<file path="src/rtl/fbox_issue_ctrl.sv">
// Initiator side of the mkFBox_Core request/response interface: runs the FBox reset
// handshake, then issues one FP command at a time and returns its result or a timeout.
module fbox_issue_ctrl #(
  parameter int TAG_W   = 4,
  parameter int TIMEOUT = 64,
  parameter int CNT_W   = 8
) (
  input  logic             CLK,
  input  logic             RST,
  input  logic             fbox_reinit,
  output logic             init_done,
  input  logic             cmd_valid,
  output logic             cmd_ready,
  input  logic [6:0]       cmd_opcode,
  input  logic [6:0]       cmd_f7,
  input  logic [2:0]       cmd_rm,
  input  logic [4:0]       cmd_rs2,
  input  logic [63:0]      cmd_v1,
  input  logic [63:0]      cmd_v2,
  input  logic [63:0]      cmd_v3,
  input  logic [TAG_W-1:0] cmd_tag,
  output logic             EN_server_reset_request_put,
  input  logic             RDY_server_reset_request_put,
  output logic             EN_server_reset_response_get,
  input  logic             RDY_server_reset_response_get,
  output logic             EN_req,
  output logic [6:0]       req_opcode,
  output logic [6:0]       req_f7,
  output logic [2:0]       req_rm,
  output logic [4:0]       req_rs2,
  output logic [63:0]      req_v1,
  output logic [63:0]      req_v2,
  output logic [63:0]      req_v3,
  input  logic             valid,
  input  logic [63:0]      word_fst,
  input  logic [4:0]       word_snd,
  output logic             rsp_valid,
  input  logic             rsp_ready,
  output logic [63:0]      rsp_data,
  output logic [4:0]       rsp_fflags,
  output logic [TAG_W-1:0] rsp_tag,
  output logic             rsp_timeout,
  output logic [CNT_W-1:0] stray_cnt
);

  localparam int TW = $clog2(TIMEOUT + 1);

  typedef enum logic [2:0] {
    S_RST_REQ = 3'd0,
    S_RST_RSP = 3'd1,
    S_IDLE    = 3'd2,
    S_ISSUE   = 3'd3,
    S_WAIT    = 3'd4,
    S_RESP    = 3'd5
  } state_t;

  state_t           state_q, state_d;
  logic [TW-1:0]    cnt_q, cnt_d;
  logic [6:0]       req_opcode_q, req_opcode_d;
  logic [6:0]       req_f7_q, req_f7_d;
  logic [2:0]       req_rm_q, req_rm_d;
  logic [4:0]       req_rs2_q, req_rs2_d;
  logic [63:0]      req_v1_q, req_v1_d;
  logic [63:0]      req_v2_q, req_v2_d;
  logic [63:0]      req_v3_q, req_v3_d;
  logic [TAG_W-1:0] tag_q, tag_d;
  logic [63:0]      rsp_data_q, rsp_data_d;
  logic [4:0]       rsp_fflags_q, rsp_fflags_d;
  logic             rsp_timeout_q, rsp_timeout_d;
  logic [CNT_W-1:0] stray_q, stray_d;

  function automatic logic [CNT_W-1:0] sat_inc(input logic [CNT_W-1:0] v);
    return (&v) ? v : v + CNT_W'(1);
  endfunction

  always_comb begin
    state_d       = state_q;
    cnt_d         = cnt_q;
    req_opcode_d  = req_opcode_q;
    req_f7_d      = req_f7_q;
    req_rm_d      = req_rm_q;
    req_rs2_d     = req_rs2_q;
    req_v1_d      = req_v1_q;
    req_v2_d      = req_v2_q;
    req_v3_d      = req_v3_q;
    tag_d         = tag_q;
    rsp_data_d    = rsp_data_q;
    rsp_fflags_d  = rsp_fflags_q;
    rsp_timeout_d = rsp_timeout_q;
    stray_d       = stray_q;

    case (state_q)
      S_RST_REQ: if (RDY_server_reset_request_put) state_d = S_RST_RSP;
      S_RST_RSP: if (RDY_server_reset_response_get) state_d = S_IDLE;
      S_IDLE: begin
        // An accepted command takes priority over a same-cycle reinit request.
        if (cmd_valid) begin
          req_opcode_d = cmd_opcode;
          req_f7_d     = cmd_f7;
          req_rm_d     = cmd_rm;
          req_rs2_d    = cmd_rs2;
          req_v1_d     = cmd_v1;
          req_v2_d     = cmd_v2;
          req_v3_d     = cmd_v3;
          tag_d        = cmd_tag;
          state_d      = S_ISSUE;
        end else if (fbox_reinit) begin
          state_d = S_RST_REQ;
        end
      end
      S_ISSUE: begin
        cnt_d   = '0;
        state_d = S_WAIT;
      end
      S_WAIT: begin
        cnt_d = cnt_q + TW'(1);
        if (valid) begin
          rsp_data_d    = word_fst;
          rsp_fflags_d  = word_snd;
          rsp_timeout_d = 1'b0;
          state_d       = S_RESP;
        end else if (cnt_q == TW'(TIMEOUT - 1)) begin
          rsp_data_d    = '0;
          rsp_fflags_d  = '0;
          rsp_timeout_d = 1'b1;
          state_d       = S_RESP;
        end
      end
      S_RESP:  if (rsp_ready) state_d = S_IDLE;
      default: state_d = S_RST_REQ;
    endcase

    if (valid && (state_q != S_WAIT)) stray_d = sat_inc(stray_q);
  end

  always_ff @(posedge CLK or posedge RST) begin
    if (RST) begin
      state_q       <= S_RST_REQ;
      cnt_q         <= '0;
      req_opcode_q  <= '0;
      req_f7_q      <= '0;
      req_rm_q      <= '0;
      req_rs2_q     <= '0;
      req_v1_q      <= '0;
      req_v2_q      <= '0;
      req_v3_q      <= '0;
      tag_q         <= '0;
      rsp_data_q    <= '0;
      rsp_fflags_q  <= '0;
      rsp_timeout_q <= 1'b0;
      stray_q       <= '0;
    end else begin
      state_q       <= state_d;
      cnt_q         <= cnt_d;
      req_opcode_q  <= req_opcode_d;
      req_f7_q      <= req_f7_d;
      req_rm_q      <= req_rm_d;
      req_rs2_q     <= req_rs2_d;
      req_v1_q      <= req_v1_d;
      req_v2_q      <= req_v2_d;
      req_v3_q      <= req_v3_d;
      tag_q         <= tag_d;
      rsp_data_q    <= rsp_data_d;
      rsp_fflags_q  <= rsp_fflags_d;
      rsp_timeout_q <= rsp_timeout_d;
      stray_q       <= stray_d;
    end
  end

  // RST gates the put strobe so every output is low while reset is held.
  assign EN_server_reset_request_put  = (state_q == S_RST_REQ) && RDY_server_reset_request_put && !RST;
  assign EN_server_reset_response_get = (state_q == S_RST_RSP) && RDY_server_reset_response_get;
  assign init_done   = (state_q == S_IDLE) || (state_q == S_ISSUE) ||
                       (state_q == S_WAIT) || (state_q == S_RESP);
  assign cmd_ready   = (state_q == S_IDLE);
  assign EN_req      = (state_q == S_ISSUE);
  assign rsp_valid   = (state_q == S_RESP);
  assign req_opcode  = req_opcode_q;
  assign req_f7      = req_f7_q;
  assign req_rm      = req_rm_q;
  assign req_rs2     = req_rs2_q;
  assign req_v1      = req_v1_q;
  assign req_v2      = req_v2_q;
  assign req_v3      = req_v3_q;
  assign rsp_data    = rsp_data_q;
  assign rsp_fflags  = rsp_fflags_q;
  assign rsp_tag     = tag_q;
  assign rsp_timeout = rsp_timeout_q;
  assign stray_cnt   = stray_q;

endmodule

</file>
<file path="config.mk">
export PLATFORM = sky130hd
export DESIGN_NAME = fbox_issue_ctrl
export DESIGN_NICKNAME = d
export VERILOG_FILES = /design/src/rtl/fbox_issue_ctrl.sv
export SDC_FILE = /design/constraint.sdc
export NUM_CORES = 1
export LEC_CHECK = 0
export ABC_CLOCK_PERIOD_IN_PS = 19800
export CELL_PAD_IN_SITES_DETAIL_PLACEMENT = 0
export CELL_PAD_IN_SITES_GLOBAL_PLACEMENT = 1
export CORE_AREA = 2 2 231 233
export CTS_BUF_LIST = sky130_fd_sc_hd__clkbuf_4 sky130_fd_sc_hd__clkbuf_8
export CTS_CLUSTER_DIAMETER = 80
export DETAILED_ROUTE_END_ITERATION = 12
export DIE_AREA = 0 0 233 235
export PLACE_DENSITY = 0.68
export SKIP_CTS_REPAIR_TIMING = 1
export SYNTH_ARGS = -nofsm -noshare
export SYNTH_HDL_FRONTEND = slang
export SYNTH_SLANG_ARGS = --single-unit
</file>
<file path="constraint.sdc">
create_clock -name CLK -period 19.8 [get_ports CLK]
set_input_delay 3.96 -clock CLK [delete_from_list [all_inputs] [get_ports CLK]]
set_output_delay 3.96 -clock CLK [all_outputs]
set_load 0.01 [all_outputs]
</file>
==> results of run 1 <==
## area by class of cell
| type | instances | area, µm² | area share |
|---|---|---|---|
| timing repair buffer | 604 | 6038 | 0.3092 |
| sequential | 306 | 7657 | 0.3922 |
| multi-input combinational | 364 | 3627 | 0.1858 |
| clock buffer | 89 | 1156 | 0.05921 |
| inverter | 5 | 26.28 | 0.001346 |
| tap | 688 | 860.8 | 0.04409 |
| clock inverter | 11 | 157.7 | 0.008074 |
| antenna | 1 | 2.502 | 0.0001282 |
## cells in the final DEF, fill, tap and decap left out, drive strengths merged, types with 2 or more instances in the layout
| cell type | n |
|---|---|
| a22o | 70 |
| a31oi | 2 |
| and3 | 2 |
| and3b | 2 |
| buf | 8 |
| bufinv | 4 |
| clkbuf | 89 |
| clkdlybuf4s50 | 596 |
| clkinv | 6 |
| dfrtp | 306 |
| ha | 3 |
| inv | 5 |
| mux2 | 220 |
| mux2i | 2 |
| nand2 | 9 |
| nand3 | 4 |
| nand4 | 3 |
| nor2 | 13 |
| nor3 | 3 |
| nor3b | 2 |
| o21ai | 7 |
| xnor2 | 2 |
| xor2 | 5 |
## worst min-delay path by stage
stage | start | to | slack [ns] | cells after the start
final | req_f7[5]$_DFFE_PP0P_ | req_f7[5]$_DFFE_PP0P_ | 0.48 | 1
after global routing | req_v2[24]$_DFFE_PP0P_ | req_v2[24]$_DFFE_PP0P_ | 0.49 | 1
after CTS | req_v1[27]$_DFFE_PP0P_ | req_v1[27]$_DFFE_PP0P_ | 0.49 | 1
after detailed placement | req_v2[24]$_DFFE_PP0P_ | req_v2[24]$_DFFE_PP0P_ | 0.47 | 1
after global placement | cnt_q[4]$_DFFE_PP0P_ | cnt_q[4]$_DFFE_PP0P_ | 0.47 | 1
after floorplan | cnt_q[4]$_DFFE_PP0P_ | cnt_q[4]$_DFFE_PP0P_ | 0.44 | 1
## cell families (layout without fill, tap and decap cells)
| logic type | Yosys count | count (layout) | synth area share |
|---|---|---|---|
| simple gates | 44 | 44 | 0.02051 |
| other cells | 0 | 1 | 0 |
| mux | 222 | 222 | 0.2146 |
| buf+inv | 48 | 709 | 0.03307 |
| xor+xnor | 7 | 7 | 0.005261 |
| compound gates | 88 | 88 | 0.06625 |
| fa+ha+maj | 3 | 3 | 0.003221 |
| flops | 306 | 306 | 0.6571 |
## state kept, by name (all words and copies together), names as in the netlist
name and flops:
req_rs2 5, cnt_q 7, rsp_timeout 1, req_f7 7
req_v1 64, rsp_tag 4, req_v3 64, req_rm 3
rsp_data 64, state_q 3, stray_cnt 8, req_opcode 7
rsp_fflags 5, req_v2 64
## power groups by stage
stage,combinational [mW],sequential [mW],clock (mW)
final,1.27,1.10,0.691
after floorplan,0.376,1.22,0
after CTS,1.29,1.10,0.718
after global routing,1.35,1.14,0.751
after global placement,1.27,1.09,0
after detailed placement,1.29,1.10,0
## worst max-delay path, cell delays in order
cell	delay (ns)
clkdlybuf4s50_1	0.51
nor2_1	0.12
and3_1	0.17
clkdlybuf4s50_1	0.53
## metrics by stage
stage	area (µm²)	utilization	setup WS (ns)
CTS	19520	0.3738	10.56
finish	19530	0.3738	10.56
global placement	18210	0.3486	10.51
floorplan	11650	-	7.381
global route	19530	0.3738	10.47
detailed placement	18210	0.3486	10.57
## synth_stat cells (all sizes together) (2+ instances only)
cell type	instances
dfrtp	306
mux2	220
a22o	70
buf	43
nor2	13
nand2	9
o21ai	7
inv	5
xor2	5
nand3	4
ha	3
nand4	3
nor3	3
a31oi	2
and3	2
and3b	2
mux2i	2
nor3b	2
xnor2	2
## per-layer routing
| metal | global-route usage | up-vias | part of all wire |
|---|---|---|---|
| li1 | - | 3847 | - |
| met5 | 0 | - | 0 |
| met3 | 0.04284 | 66 | 0.081 |
| met4 | 0.04883 | 0 | 0.025 |
| met2 | 0.2382 | 342 | 0.51 |
| met1 | 0.1540 | 4233 | 0.38 |
==> flow_summary.json, run 1 <==
{
  "status": "finished, final reports clean",
  "startpoint": "RST",
  "maxSlewViolCount": 0,
  "ios": 597,
  "worstPathRequired_ns": 15.84,
  "post-place-cells": 1967,
  "wl_per_cell_um": 18.48,
  "ys_warn_count": 0,
  "hp-class": "reg -> reg",
  "crit_path_start_kind": "input pin",
  "synth_area_um2": 11650,
  "whs_ns": 0.4822,
  "vias_per_cell": 4.104,
  "grtUsageTotal": 0.1359,
  "relSlewSlack": 0.3178,
  "total_power_mw": 3.056,
  "cp.arrival_ns": 5.28,
  "synthArstFlopShare": 1.000,
  "ant_nets": 0,
  "first_pass_iters": 4,
  "h-tree-depth": 2,
  "area_delta_synth_final_pct": 67.55,
  "synth-edff-count": 0,
  "min_period_over_period": 0.4666,
  "crit_fanout": 2,
  "grt_max_degree": 150,
  "finalClockSkew_ns": 0.02572,
  "crit_end": "EN_server_reset_request_put",
  "r2r_start": "state_q[2]$_DFFE_PP0P_",
  "die_area_um2": 54760,
  "tns_ns": 0,
  "final_layout_size_suffix_gt1_frac": 0.1711,
  "syn_area_per_cell_um2": 16.23,
  "start_util": 0.2231,
  "grt_pass1_vias": 9206,
  "die_h_um": 235,
  "period_minus_slack_ns": 9.240,
  "grt_pass1_wl_um": 57060,
  "rrSetupSlack_ns": 16.38,
  "maxClockFrequency_ghz": 0.1082,
  "worstMarginPinSlew_ns": 1.023,
  "setup_viol": 0,
  "ys_types": 40,
  "synth_seq_cells": 306,
  "rr_endpoint": "req_v1[20]$_DFFE_PP0P_",
  "cts_root_buffer": "clkbuf_8",
  "clock_sinks": 306,
  "remaining_drc_errors": 0,
  "rsz0062_at_grt": "no",
  "fin_nets": 1636,
  "clockBufferDepth": 3,
  "p_comb_frac": 0.416,
  "grt-ovfl-total": 0,
  "num_rows": 84,
  "synth_top_area_cell": "dfrtp_1",
  "power_density_nw_per_um2": 156.5,
  "wirelength_um": 38220,
  "fill_cells": 5051,
  "gp_congestion": 0.7883,
  "p_sw_frac": 0.3051,
  "power_leakage_nw": 8.283,
  "clk_latency_ns": 0.61,
  "port_buffers": 596,
  "antenna_found_initial": 1,
  "vdd_drop_max_uv": 69.05,
  "clockPowerShare": 0.226,
  "dieWidth_um": 233,
  "synth_ff_type": "dfrtp_1",
  "numCtsBuffers": 57,
  "timing_hold_violations_final": 0,
  "cts_tree": "built",
  "ys_top_cells_by_area": "dfrtp_1, mux2_2, mux2_1",
  "final_cells": 2068,
  "dr_total_vias": 8488,
  "synthCells": 718,
  "drv_cap": 0,
  "drt_iter0_drc": 285,
  "seq_power_share": 0.358,
  "synth.top_cell.area_share": 0.6571,
  "clk_transition_reported_paths_ns": 0.05,
  "synth_nets": 1016,
  "worstSetupPathType": "in -> out",
  "core_area_um2": 52240,
  "ys_seq_area_frac": 0.6571,
  "endpoint_kind": "output port",
  "p_int_mw": 2.123,
  "p_switching_mw": 0.9324,
  "reg2reg_depth": 5,
  "hpwl_um": 28050
}
Note: power is estimated with default switching activity, not from simulation.
==> inputs of run 2 (changes only) <==
ABC_CLOCK_PERIOD_IN_PS = 8300   (was 19800)
CORE_AREA = 2 2 229 231   (was 2 2 231 233)
DIE_AREA = 0 0 231 233   (was 0 0 233 235)
PLACE_DENSITY = 0.71   (was 0.68)
clock period = 8.3 ns   (was 19.8 ns; I/O delays follow)
==> flow_summary.json, run 2 (same netlist as run 1, synthesis figures left out) <==
{
  "status": "finished, final reports clean",
  "remaining_drc_errors": 0,
  "grt-ovfl-total": 0,
  "gp_congestion": 0.7559,
  "cp.arrival_ns": 2.93,
  "grtUsageTotal": 0.1296,
  "core_area_um2": 51090,
  "cts_tree": "built",
  "min_period_over_period": 0.5536,
  "power_density_nw_per_um2": 368.2,
  "num_rows": 83,
  "layout_setup_ws_ns": 3.705,
  "ant_nets": 0,
  "whs_ns": 0.4758,
  "seq_power_share": 0.367,
  "drt_iter0_drc": 264,
  "min_to": "cnt_q[4]$_DFFE_PP0P_",
  "maxClockFrequency_ghz": 0.2176,
  "p_int_mw": 4.954,
  "start_util": 0.2281,
  "power_leakage_nw": 8.202,
  "grt_max_degree": 155,
  "antenna_found_initial": 0,
  "final_layout_size_suffix_gt1_frac": 0.1663,
  "fill_cells": 4942,
  "crit_fanout": 2,
  "die_h_um": 233,
  "dr_total_vias": 8459,
  "crit_path_start_kind": "input pin",
  "ios": 597,
  "worstSetupPathType": "in -> out",
  "tns_ns": 0,
  "clockPowerShare": 0.212,
  "clk_transition_reported_paths_ns": 0.05,
  "hp-class": "reg -> reg",
  "h-tree-depth": 2,
  "die_area_um2": 53820,
  "total_power_mw": 7.135,
  "clockBufferDepth": 3,
  "setup_viol": 0,
  "r2r_start": "state_q[0]$_DFFE_PP0P_",
  "vdd_drop_max_uv": 151.0,
  "wl_per_cell_um": 17.79,
  "fin_nets": 1634,
  "reg2reg_depth": 4,
  "rsz0062_at_grt": "no",
  "p_comb_frac": 0.422,
  "p_sw_frac": 0.3057,
  "grt_pass1_vias": 9154,
  "finalClockSkew_ns": 0.01085,
  "rr_endpoint": "req_v1[18]$_DFFE_PP0P_",
  "final_cell_mix": "clkdlybuf4s50_1, dfrtp_1, mux2_2",
  "wirelength_um": 36480,
  "worstMarginPinSlew_ns": 1.004,
  "first_pass_iters": 4,
  "vias_per_cell": 4.124,
  "antenna_cells": 0,
  "timing_hold_violations_final": 0,
  "clk_latency_ns": 0.60,
  "final_common_cell": "clkdlybuf4s50_1",
  "rrSetupSlack_ns": 5.36,
  "area_delta_synth_final_pct": 66.31,
  "relSlewSlack": 0.3309,
  "drv_cap": 0,
  "hpwl_um": 26990,
  "grt_pass1_wl_um": 54110,
  "maxSlewViolCount": 0,
  "hold_depth": 1,
  "clock_sinks": 306,
  "dieWidth_um": 231,
  "port_buffers": 596,
  "pre_cts_slack_ns": 3.710,
  "post-route-util": 0.3793,
  "cts_root_buffer": "clkbuf_8",
  "endpoint_kind": "output port",
  "worstPathRequired_ns": 6.64,
  "p_switching_mw": 2.181,
  "hp-start": "cnt_q[4]$_DFFE_PP0P_",
  "period_minus_slack_ns": 4.595,
  "numCtsBuffers": 55
}
[run 2: changes by cell type in the layout (fill, tap and decap cells not counted), sizes merged]
| cell | previous run | this run |
|---|---|---|
| diode | 1 | 0 |
| inv | 5 | 4 |
| clkbuf | 89 | 79 |
| clkinvlp | 1 | 4 |
[run 2: area by class of cell]
cell class,count,area (µm²),share of cell area
sequential,306,7657,0.3951
clock inverter,13,172.7,0.008909
multi-input combinational,364,3627,0.1872
timing repair buffer,604,6051,0.3122
inverter,5,22.52,0.001162
clock buffer,79,999.7,0.05158
tap,680,850.8,0.04390
[run 2: metal layers]
layer | track usage | part of all wire | vias up
li1 | - | - | 3835
met5 | 0 | 0 | -
met1 | 0.1436 | 0.37 | 4191
met4 | 0.04133 | 0.023 | 0
met3 | 0.04951 | 0.091 | 64
met2 | 0.2283 | 0.51 | 369
[run 2: power by group through the flow]
stage	Clock [mW]	Sequential (mW)	Combinational, mW
after detailed placement	0	2.64	3.06
after floorplan	0	2.91	0.898
after CTS	1.58	2.63	3.07
after global routing	1.64	2.72	3.20
after global placement	0	2.62	3.02
final	1.51	2.62	3.01
[run 2: critical path, cell delays in order]
cell,delay [ns]
clkdlybuf4s50_1,0.46
nor2_1,0.09
and3_1,0.17
clkdlybuf4s50_1,0.55
[run 2: how the worst max path moves through the flow]
stage,start,endpoint,slack (ns),depth (start not counted)
2_1_floorplan,RST,cnt_q[0]$_DFFE_PP0P_,2.57,1
3_3_place_gp,RST,EN_server_reset_request_put,3.68,4
3_5_place_dp,RST,EN_server_reset_request_put,3.71,4
4_1_cts,RST,EN_server_reset_request_put,3.71,4
5_1_grt,RST,EN_server_reset_request_put,3.67,4
6_report,RST,EN_server_reset_request_put,3.71,4
[run 2: stage by stage]
step | cell area, µm² | cells
floorplan | 11660 | 718
detailed placement | 18210 | 1959
CTS | 19380 | 2051
global placement | 18210 | 1959
global route | 19380 | 2051
finish | 19380 | 2051
==> inputs of run 3 (changes only) <==
ABC_CLOCK_PERIOD_IN_PS = 4100   (was 8300)
clock period = 4.1 ns   (was 8.3 ns; I/O delays follow)
==> flow_summary.json, run 3 (same netlist as run 1, synthesis figures left out) <==
{
  "fin_nets": 1652,
  "h-tree-depth": 2,
  "grtUsageTotal": 0.1311,
  "area_delta_synth_final_pct": 69.44,
  "cpMaxStageDelayCell": "clkdlybuf4s50_1",
  "start_util": 0.2281,
  "antenna_cells": 0,
  "power_leakage_nw": 8.401,
  "grt_pass1_wl_um": 54610,
  "path_cells": "nor2b_1 -> nand2_1 -> inv_1 -> clkdlybuf4s50_1",
  "grt_pass1_vias": 9152,
  "cts_tree": "built",
  "worstSetupPathType": "reg -> out",
  "final_layout_size_suffix_gt1_frac": 0.1836,
  "hp-class": "reg -> reg",
  "wirelength_um": 36770,
  "finalClockSkew_ns": 0.02666,
  "cp.arrival_ns": 2.22,
  "cts_root_buffer": "clkbuf_8",
  "tns_ns": 0,
  "cp_top_family": "buffers and inverters",
  "vdd_drop_max_uv": 345.2,
  "endpoint_kind": "output port",
  "final_common_cell": "clkdlybuf4s50_1",
  "clk_latency_ns": 0.60,
  "ant_nets": 0,
  "relSlewSlack": 0.5396,
  "clockBufferDepth": 3,
  "numCtsBuffers": 55,
  "post-route-util": 0.3865,
  "vias_per_cell": 4.092,
  "remaining_drc_errors": 0,
  "worstMarginPinSlew_ns": 0.6875,
  "crit_path_start_kind": "flop",
  "hpwl_um": 27920,
  "ios": 597,
  "rsz0062_at_grt": "no",
  "min_period_over_period": 0.7411,
  "setup_viol": 0,
  "path_buf_inv": 2,
  "wl_per_cell_um": 17.68,
  "clk_transition_reported_paths_ns": 0.06,
  "timing_hold_violations_final": 0,
  "maxSlewViolCount": 0,
  "die_area_um2": 53820,
  "drt_iter0_drc": 236,
  "dieWidth_um": 231,
  "grt-ovfl-total": 0,
  "clock_sinks": 306,
  "antenna_found_initial": 0,
  "crit_fanout": 9,
  "dr_total_vias": 8511,
  "worstPathRequired_ns": 3.28,
  "grt_max_degree": 81,
  "die_h_um": 233,
  "num_rows": 83,
  "port_buffers": 596,
  "maxClockFrequency_ghz": 0.3291,
  "core_area_um2": 51090,
  "gp_congestion": 0.7805,
  "first_pass_iters": 4,
  "status": "finished, final reports clean",
  "final_cell_mix": "clkdlybuf4s50_1, dfrtp_1, mux2_2",
  "cp_slowest_stage_delay_ns": 0.57,
  "period_minus_slack_ns": 3.038,
  "drv_cap": 0,
  "power_density_nw_per_um2": 745.7
}
[run 3: cell count changes in the layout (fill, tap and decap cells not counted), sizes merged]
| cell | delta |
|---|---|
| buf | +18 |
| clkinv | +4 |
| clkinvlp | -2 |
| clkbuf | +9 |
[run 3: worst paths after layout]
check                                  startpoint                        to  slack, ns  cells after the start
max                        state_q[0]$_DFFE_PP0P_                 rsp_valid       1.06                      4
min reg2reg                req_v3[33]$_DFFE_PP0P_    req_v3[33]$_DFFE_PP0P_       0.48                      1
min in group asynchronous                     RST     req_v3[6]$_DFFE_PP0P_       0.69                      2
max in group asynchronous                     RST    req_v2[20]$_DFFE_PP0P_       2.33                      4
max reg2reg                state_q[2]$_DFFE_PP0P_  rsp_data[14]$_DFFE_PP0P_       1.55                      4
min                        req_v3[33]$_DFFE_PP0P_    req_v3[33]$_DFFE_PP0P_       0.48                      1
[run 3: layer usage]
layer / up-vias / track usage / wire, µm
met4: 0 / 0.04052 / 784
met5: - / 0 / 0
li1: 3881 / - / -
met3: 53 / 0.04130 / 2821
met2: 355 / 0.2363 / 19050
met1: 4222 / 0.1469 / 14110
[run 3: power breakdown]
part / total, mW / switching, mW / internal (mW)
clock network: 3.29 / 1.29 / 2.00
logic: 6.13 / 2.33 / 3.80
registers: 5.31 / 0.840 / 4.47
[run 3: per-stage QoR]
step                total power [mW]  cells  worst slack (ns)  hold WS [ns]  area, µm²
floorplan                      7.708    718           -0.7910        0.4380      11660
CTS                            14.98   2080            0.9939        0.4866      19750
finish                         14.72   2080             1.062        0.4817      19750
global placement               11.49   1977             1.082        0.4640      18430
detailed placement             11.58   1977             1.035        0.4738      18430
global route                   15.57   2080            0.9200        0.4947      19750
[run 3: final cells by class]
class	count	area (µm²)
timing repair buffer	622	6274
sequential	306	7657
inverter	5	22.52
tap	680	850.8
multi-input combinational	364	3627
clock buffer	88	1130
clock inverter	15	185.2
fill	4903	31350
